$ cat src/rtl/register_file.sv
// 32-entry architectural register file: r0 hardwired to zero, two combinational
// read ports with same-cycle write bypass, and a registered debug read port.
module register_file #(
    parameter int unsigned WIDTH = 8
) (
    input  logic             clk,
    input  logic             rst,
    input  logic             reg_wen,
    input  logic [4:0]       wr_reg,
    input  logic [WIDTH-1:0] wr_data,
    input  logic [4:0]       rd_reg_a,
    input  logic [4:0]       rd_reg_b,
    output logic [WIDTH-1:0] rd_data_a,
    output logic [WIDTH-1:0] rd_data_b,
    input  logic [4:0]       dbg_reg,
    output logic [WIDTH-1:0] dbg_data
);

    logic [WIDTH-1:0] mem_q [32];
    logic [WIDTH-1:0] mem_d [32];
    logic [WIDTH-1:0] dbg_data_q;
    logic [WIDTH-1:0] dbg_data_d;
    logic             wr_live;

    // A write to r0 is dropped here, so entry 0 never leaves its reset value.
    assign wr_live = reg_wen && (wr_reg != 5'd0);

    always_comb begin
        mem_d = mem_q;
        if (wr_live) begin
            mem_d[wr_reg] = wr_data;
        end
    end

    // Debug sees the pre-edge contents, never the bypassed write data.
    always_comb begin
        dbg_data_d = mem_q[dbg_reg];
    end

    always_ff @(posedge clk or posedge rst) begin
        if (rst) begin
            for (int i = 0; i < 32; i++) begin
                mem_q[i] <= '0;
            end
            dbg_data_q <= '0;
        end else begin
            mem_q      <= mem_d;
            dbg_data_q <= dbg_data_d;
        end
    end

    always_comb begin
        rd_data_a = '0;
        if (rd_reg_a != 5'd0) begin
            if (wr_live && (wr_reg == rd_reg_a)) begin
                rd_data_a = wr_data;
            end else begin
                rd_data_a = mem_q[rd_reg_a];
            end
        end
    end

    always_comb begin
        rd_data_b = '0;
        if (rd_reg_b != 5'd0) begin
            if (wr_live && (wr_reg == rd_reg_b)) begin
                rd_data_b = wr_data;
            end else begin
                rd_data_b = mem_q[rd_reg_b];
            end
        end
    end

    assign dbg_data = dbg_data_q;

endmodule

$ cat config.mk
export PLATFORM = sky130hd
export DESIGN_NAME = register_file
export DESIGN_NICKNAME = d
export VERILOG_FILES = /design/src/rtl/register_file.sv
export SDC_FILE = /design/constraint.sdc
export NUM_CORES = 1
export LEC_CHECK = 0
export BUFFER_PORTS_ARGS = -buffer_cell sky130_fd_sc_hd__buf_4
export CORE_ASPECT_RATIO = 0.75
export CORE_MARGIN = 4
export CORE_UTILIZATION = 29
export DETAILED_ROUTE_END_ITERATION = 10
export PLACE_DENSITY = 0.53
export SETUP_SLACK_MARGIN = 0.5
export SYNTH_ARGS = -nofsm -noshare
export SYNTH_HDL_FRONTEND = slang
export SYNTH_SLANG_ARGS = --single-unit
$ cat constraint.sdc
create_clock -name clk -period 10.5 [get_ports clk]
set_clock_uncertainty 0.2 [all_clocks]
set_input_delay 2.1 -clock clk [delete_from_list [all_inputs] [get_ports clk]]
set_output_delay 2.1 -clock clk [all_outputs]
set_load 0.01 [all_outputs]
==> flow_summary.yaml, run 1 <==
global_routing:
  antenna_found_initial: 6
  use_met3: 0.0607
  first_global_vias: 11000
  track_usage: 0.181
  met2_usage: 0.261
  grt_pass1_wl_um: 79900
  grt-ovfl-total: 0
  grt_max_degree: 139
  grt_busiest_layer: "met1"
  use_met1: 0.265
setup_path:
  ff2ff_path_depth: 3
  critical_path_class: "input pin to output port"
  cp.arrival_ns: 4.99
  startpoint_type: "input pin"
  crit_path_end: "rd_data_b[6]"
  r2r-end: "dbg_data[0]$_DFF_PP0_"
  setup.worst_path.end_class: "output port"
  path_max_fanout: 52
  r2r_start: "mem_q[136]$_DFFE_PP0P_"
  ff2ff_setup_slack_ns: 8.28
  crit_start: "rd_reg_b[0]"
  crit_required_ns: 8.20
cts:
  clk_pin_slew_ns: 0.06
  htree_levels: 1
  hold_buffers: 0
  max-clock-path-buffers: 3
  cts_tree: "yes"
  post_cts_buffers: 0
  cts_inserted_buffers: 30
  cts.repair.resized: 0
  root_buffer: "clkbuf_16"
  worstSkewPairLatency_ns: 0.57
  cts.sinks: 264
routing:
  viasPerCell: 5.76
  routed_wl_um: 55000
  detail-route-antenna-nets: 0
  vias: 11000
  firstDrtPassIters: 5
  drt_iter0_markers: 826
  drcViolationCount: 0
  wl_per_cell_um: 28.7
synth:
  ys_types: 35
  syn_area_per_cell_um2: 13.9
  synthCells: 1181
  synthesis.area_mm2: 0.0164
  yosysTopAreaCellShare: 0.403
  synth_area_leaders: "dfrtp_1 (40%), mux4_2 (21%), mux2_2 (20%), mux2i_1 (7.3%), o22ai_1 (2.1%)"
  syn_nets: 1212
  yosysWarnings: 0
  postSynth.asyncResetShare: 1.00
  synth_top_cell_by_area: "dfrtp_1"
  synth-seq-cells: 264
  synth_edf_count: 0
  synth_seq_area_share: 0.403
  yosys_most_used_dff: "dfrtp_1"
timing:
  setup_tns_ns: 0
  slew_violations: 0
  fin_crit_sh: 0.694
  fin_ws_ns: 3.21
  period_minus_slack_ns: 7.29
  setup_violations: 0
  max_freq_mhz: 137
  rsz0062_at_grt: "false"
  hold_violations: 0
  slew-limit-headroom: 0.142
  worst_pin_slew_ns: 1.28
pwr:
  p_leak_uw: 0.00764
  finalPower_uw: 3390
  ir_drop_uv: 132
  p_per_area_mw_per_mm2: 185
die:
  fp.dieH_um: 214
  io_pins: 55
  initial_core_util: 0.293
  die_w_um: 282
  rows: 75
  core_mm2: 0.0559
  dieArea_mm2: 0.0604
min_path:
  hold_class: "register to register"
  min_path_cells: 0
placed_design:
  dp_hpwl_um: 35800
  post_dp_cell_area_mm2: 0.0172
  port_buffers: 54
  place_ws_ns: 3.27
  gp_congestion: 0.848
outcome:
  status: "complete, no violations"
final_layout:
  nets: 1188
  syn_to_final_growth_pct: 11.6
  drive_above_1_share: 0.470
  n_fill_cell: 5522
  stdcell_area_mm2: 0.0183
flow_run:
  maxCapViolCount: 0
state kept, by name, summed over array words and instances (netlist names):
| register | count |
|---|---|
| dbg_data | 8 |
| mem_q | 256 |
through the flow:
| stage | util | cells | hold slack (ns) |
|---|---|---|---|
| floorplan | - | 1181 | 0.262 |
| finish | 0.327 | 1914 | 0.226 |
| global route | 0.327 | 1912 | 0.242 |
| detailed placement | 0.308 | 1856 | 0.210 |
| global placement | 0.308 | 1856 | 0.208 |
| CTS | 0.327 | 1911 | 0.225 |
worst min-delay path by stage:
stage / start / end / slack, ns
finish: mem_q[251]$_DFFE_PP0P_ / mem_q[251]$_DFFE_PP0P_ / 0.23
global route: mem_q[248]$_DFFE_PP0P_ / mem_q[248]$_DFFE_PP0P_ / 0.24
CTS: mem_q[248]$_DFFE_PP0P_ / mem_q[248]$_DFFE_PP0P_ / 0.23
detailed placement: mem_q[248]$_DFFE_PP0P_ / mem_q[248]$_DFFE_PP0P_ / 0.21
global placement: mem_q[248]$_DFFE_PP0P_ / mem_q[248]$_DFFE_PP0P_ / 0.21
floorplan: mem_q[252]$_DFFE_PP0P_ / mem_q[252]$_DFFE_PP0P_ / 0.26
synth_stat cells (2+ instances only):
master and n:
or3_1 4, a31oi_1 4, o22ai_1 56, nand3_1 33, buf_4 3, nand4_1 3, o211ai_1 4, nor3b_1 2
clkbuf_1 67, buf_2 26, buf_6 6, mux2_2 286, inv_1 4, o2111a_1 14, mux4_2 152, nand3b_1 5
dfrtp_1 264, xor2_1 8, nor4_1 2, or3b_2 4, xnor2_1 2, nor2_1 38, mux2i_1 120, nor2_2 4
nand2_1 48, buf_1 12, nand4b_1 2
cell type report:
| cell class | instances | area [um^2] | share of cell area |
|---|---|---|---|
| Tap cell | 731 | 915 | 0.0500 |
| Timing Repair Buffer | 58 | 448 | 0.0245 |
| Clock buffer | 42 | 847 | 0.0463 |
| Inverter | 4 | 22.5 | 0.00123 |
| Antenna cell | 3 | 7.51 | 0.000411 |
| Sequential cell | 264 | 6610 | 0.361 |
| Multi-Input combinational cell | 799 | 9240 | 0.506 |
| Clock inverter | 13 | 193 | 0.0105 |
logic make-up after synthesis:
logic type / share of synthesized area
AOI/OAI and AO/OA: 0.0348
xor gates and xnor gates: 0.00535
buffers and inverters: 0.0325
DFF: 0.403
muxes: 0.479
and+or+nand+nor: 0.0452
routing by layer:
layer | wire [um] | up-vias | share of wire
li1 | - | 4589 | -
met1 | 24600 | 5876 | 0.45
met2 | 23400 | 471 | 0.42
met3 | 5620 | 70 | 0.10
met4 | 1200 | 10 | 0.022
met5 | 237 | - | 0.0043
layout by cell type (no fill, tap or decap), types with 2 or more instances in the layout:
cell	Yosys	routed
nor2_1	38	38
inv_1	4	3
or3b_2	4	4
xor2_1	8	8
o2111a_1	14	14
nand3b_1	5	5
nand4_1	3	3
nand2_1	48	48
clkbuf_8	0	3
diode_2	0	3
bufinv_16	0	5
or3_1	4	4
clkbuf_1	67	8
mux4_2	152	152
mux2i_1	120	120
o211ai_1	4	4
a31oi_1	4	4
clkinv_2	0	7
dfrtp_1	264	264
xnor2_1	2	2
mux2_2	286	286
nand4b_1	2	2
buf_4	3	57
nand3_1	33	33
o22ai_1	56	56
nor2_2	4	4
nor4_1	2	2
clkbuf_16	0	31
nor3b_1	2	2
worst max-delay path: stages:
cell and delay (ns):
buf_4 0.73, buf_4 0.60, mux4_2 0.58, mux2i_1 0.16, mux2i_1 0.15, nand4_1 0.20
o211ai_1 0.21, buf_4 0.21
report_power, final:
part	total [uW]	switching (uW)	internal, uW
sequential	1400	190	1210
clock	1120	443	682
combinational	861	385	476
Note: power is estimated with default switching activity, not from simulation.
==> inputs of run 2 (changes only) <==
--- a/config.mk
+++ b/config.mk
@@ -10,7 +10,7 @@
 export CORE_MARGIN = 4
 export CORE_UTILIZATION = 29
 export DETAILED_ROUTE_END_ITERATION = 10
-export PLACE_DENSITY = 0.53
+export PLACE_DENSITY = 0.55
 export SETUP_SLACK_MARGIN = 0.5
 export SYNTH_ARGS = -nofsm -noshare
 export SYNTH_HDL_FRONTEND = slang
==> constraint.sdc (replaced) <==
create_clock -name clk -period 6.6 [get_ports clk]
set_clock_uncertainty 0.2 [all_clocks]
set_input_delay 1.32 -clock clk [delete_from_list [all_inputs] [get_ports clk]]
set_output_delay 1.32 -clock clk [all_outputs]
set_load 0.01 [all_outputs]
==> flow_summary.yaml, run 2 (same netlist as run 1, synthesis figures left out) <==
global_routing:
  grt_max_degree: 125
  first_global_vias: 11200
  track_usage: 0.182
  grt_pass1_wl_um: 80600
  grt-ovfl-total: 0
  antenna_found_initial: 8
outcome:
  status: "complete, no violations"
timing:
  hold_violations: 0
  max_freq_mhz: 192
  slew_violations: 0
  fin_ws_ns: 1.38
  period_minus_slack_ns: 5.22
  slew-limit-headroom: 0.242
  rsz0062_at_grt: "false"
  worst_pin_slew_ns: 1.13
  setup_tns_ns: 0
  fin_crit_sh: 0.790
  setup_violations: 0
pwr:
  p_clk_frac: 0.315
  p_leak_uw: 0.00766
  p_per_area_mw_per_mm2: 289
  p_comb_frac: 0.263
  power_frac_seq: 0.423
  switching_share: 0.305
  p_switching_uw: 1610
  p_int_uw: 3670
  ir_drop_uv: 194
die:
  rows: 75
  fp.dieH_um: 214
  initial_core_util: 0.293
  die_w_um: 282
  io_pins: 55
  dieArea_mm2: 0.0604
  core_mm2: 0.0559
cts:
  cts_tree: "yes"
  root_buffer: "clkbuf_16"
  cts_inserted_buffers: 29
  hold_buffers: 0
  clk_pin_slew_ns: 0.06
  post_cts_buffers: 0
  htree_levels: 1
  cts.repair.resized: 0
  worstSkewPairLatency_ns: 0.57
  cts.sinks: 264
  max-clock-path-buffers: 3
routing:
  drcViolationCount: 0
  firstDrtPassIters: 5
  vias: 11100
  drt_iter0_markers: 1073
  wl_per_cell_um: 28.6
  routed_wl_um: 55000
  viasPerCell: 5.78
  detail-route-antenna-nets: 0
final_layout:
  syn_to_final_growth_pct: 11.7
  final_cells: 1924
  stdcell_area_mm2: 0.0183
  final_cell_mix: "mux2_2 (286), dfrtp_1 (264), mux4_2 (152)"
  nets: 1198
  final_common_cell: "mux2_2"
  largest_reg_flops: 256
  largest-register: "mem_q"
  drive_above_1_share: 0.474
setup_path:
  path_max_fanout: 37
  ff2ff_path_depth: 3
  setup.worst_path.end_class: "output port"
  cp.arrival_ns: 3.70
  startpoint_type: "input pin"
  critical_path_class: "input pin to output port"
  crit_required_ns: 5.08
  ff2ff_setup_slack_ns: 4.39
min_path:
  hold_class: "register to register"
  min_path_cells: 0
placed_design:
  port_buffers: 54
  place_ws_ns: 1.47
  dp_hpwl_um: 37200
  dp.cells: 1867
  post_dp_cell_area_mm2: 0.0173
  gp_congestion: 0.933
flow_run:
  maxCapViolCount: 0
run 2: worst paths after layout:
kind                                   startpoint                     end
max                                   rd_reg_b[2]            rd_data_b[6]
min                        mem_q[252]$_DFFE_PP0P_  mem_q[252]$_DFFE_PP0P_
max reg2reg                  mem_q[8]$_DFFE_PP0P_   dbg_data[0]$_DFF_PP0_
min reg2reg                mem_q[252]$_DFFE_PP0P_  mem_q[252]$_DFFE_PP0P_
max in group asynchronous                     rst  mem_q[183]$_DFFE_PP0P_
min in group asynchronous                     rst   mem_q[17]$_DFFE_PP0P_
run 2: power by group through the flow:
stage	combinational [uW]	sequential, uW	clock (uW)
final	1390	2230	1660
after global routing	1470	2280	1770
after CTS	1380	2220	1700
after detailed placement	1370	2250	0
after global placement	1350	2230	0
after floorplan	980	2150	0
run 2: per-stage QoR:
step / hold WS (ns) / utilization / power [uW]
2_1_floorplan: 0.262 / - / 3130
3_3_place_gp: 0.204 / 0.310 / 3580
3_5_place_dp: 0.213 / 0.310 / 3620
4_1_cts: 0.223 / 0.327 / 5300
5_1_grt: 0.249 / 0.327 / 5520
6_report: 0.223 / 0.327 / 5280
run 2: routing by layer:
metal	vias to the layer above	track usage	share of wire	wire [um]
li1	4588	-	-	-
met1	5995	0.275	0.46	25500
met2	461	0.257	0.42	22900
met3	72	0.0575	0.10	5510
met4	6	0.0328	0.019	1030
met5	-	0	0.00069	38
run 2: worst max-delay path, cell delays in order:
cell,delay [ns]
buf_4,0.50
xor2_1,0.13
nor4_1,0.57
nand3_1,0.50
o211ai_1,0.47
buf_4,0.19
run 2: final cells by class:
type	count	area [um^2]
flip-flops and latches	264	6610
repair buffers	69	556
inverters	4	18.8
clock inverters	10	129
well taps	731	915
multi-input cells	799	9240
clock buffers	42	825
diodes	5	12.5
fillers	5527	37600
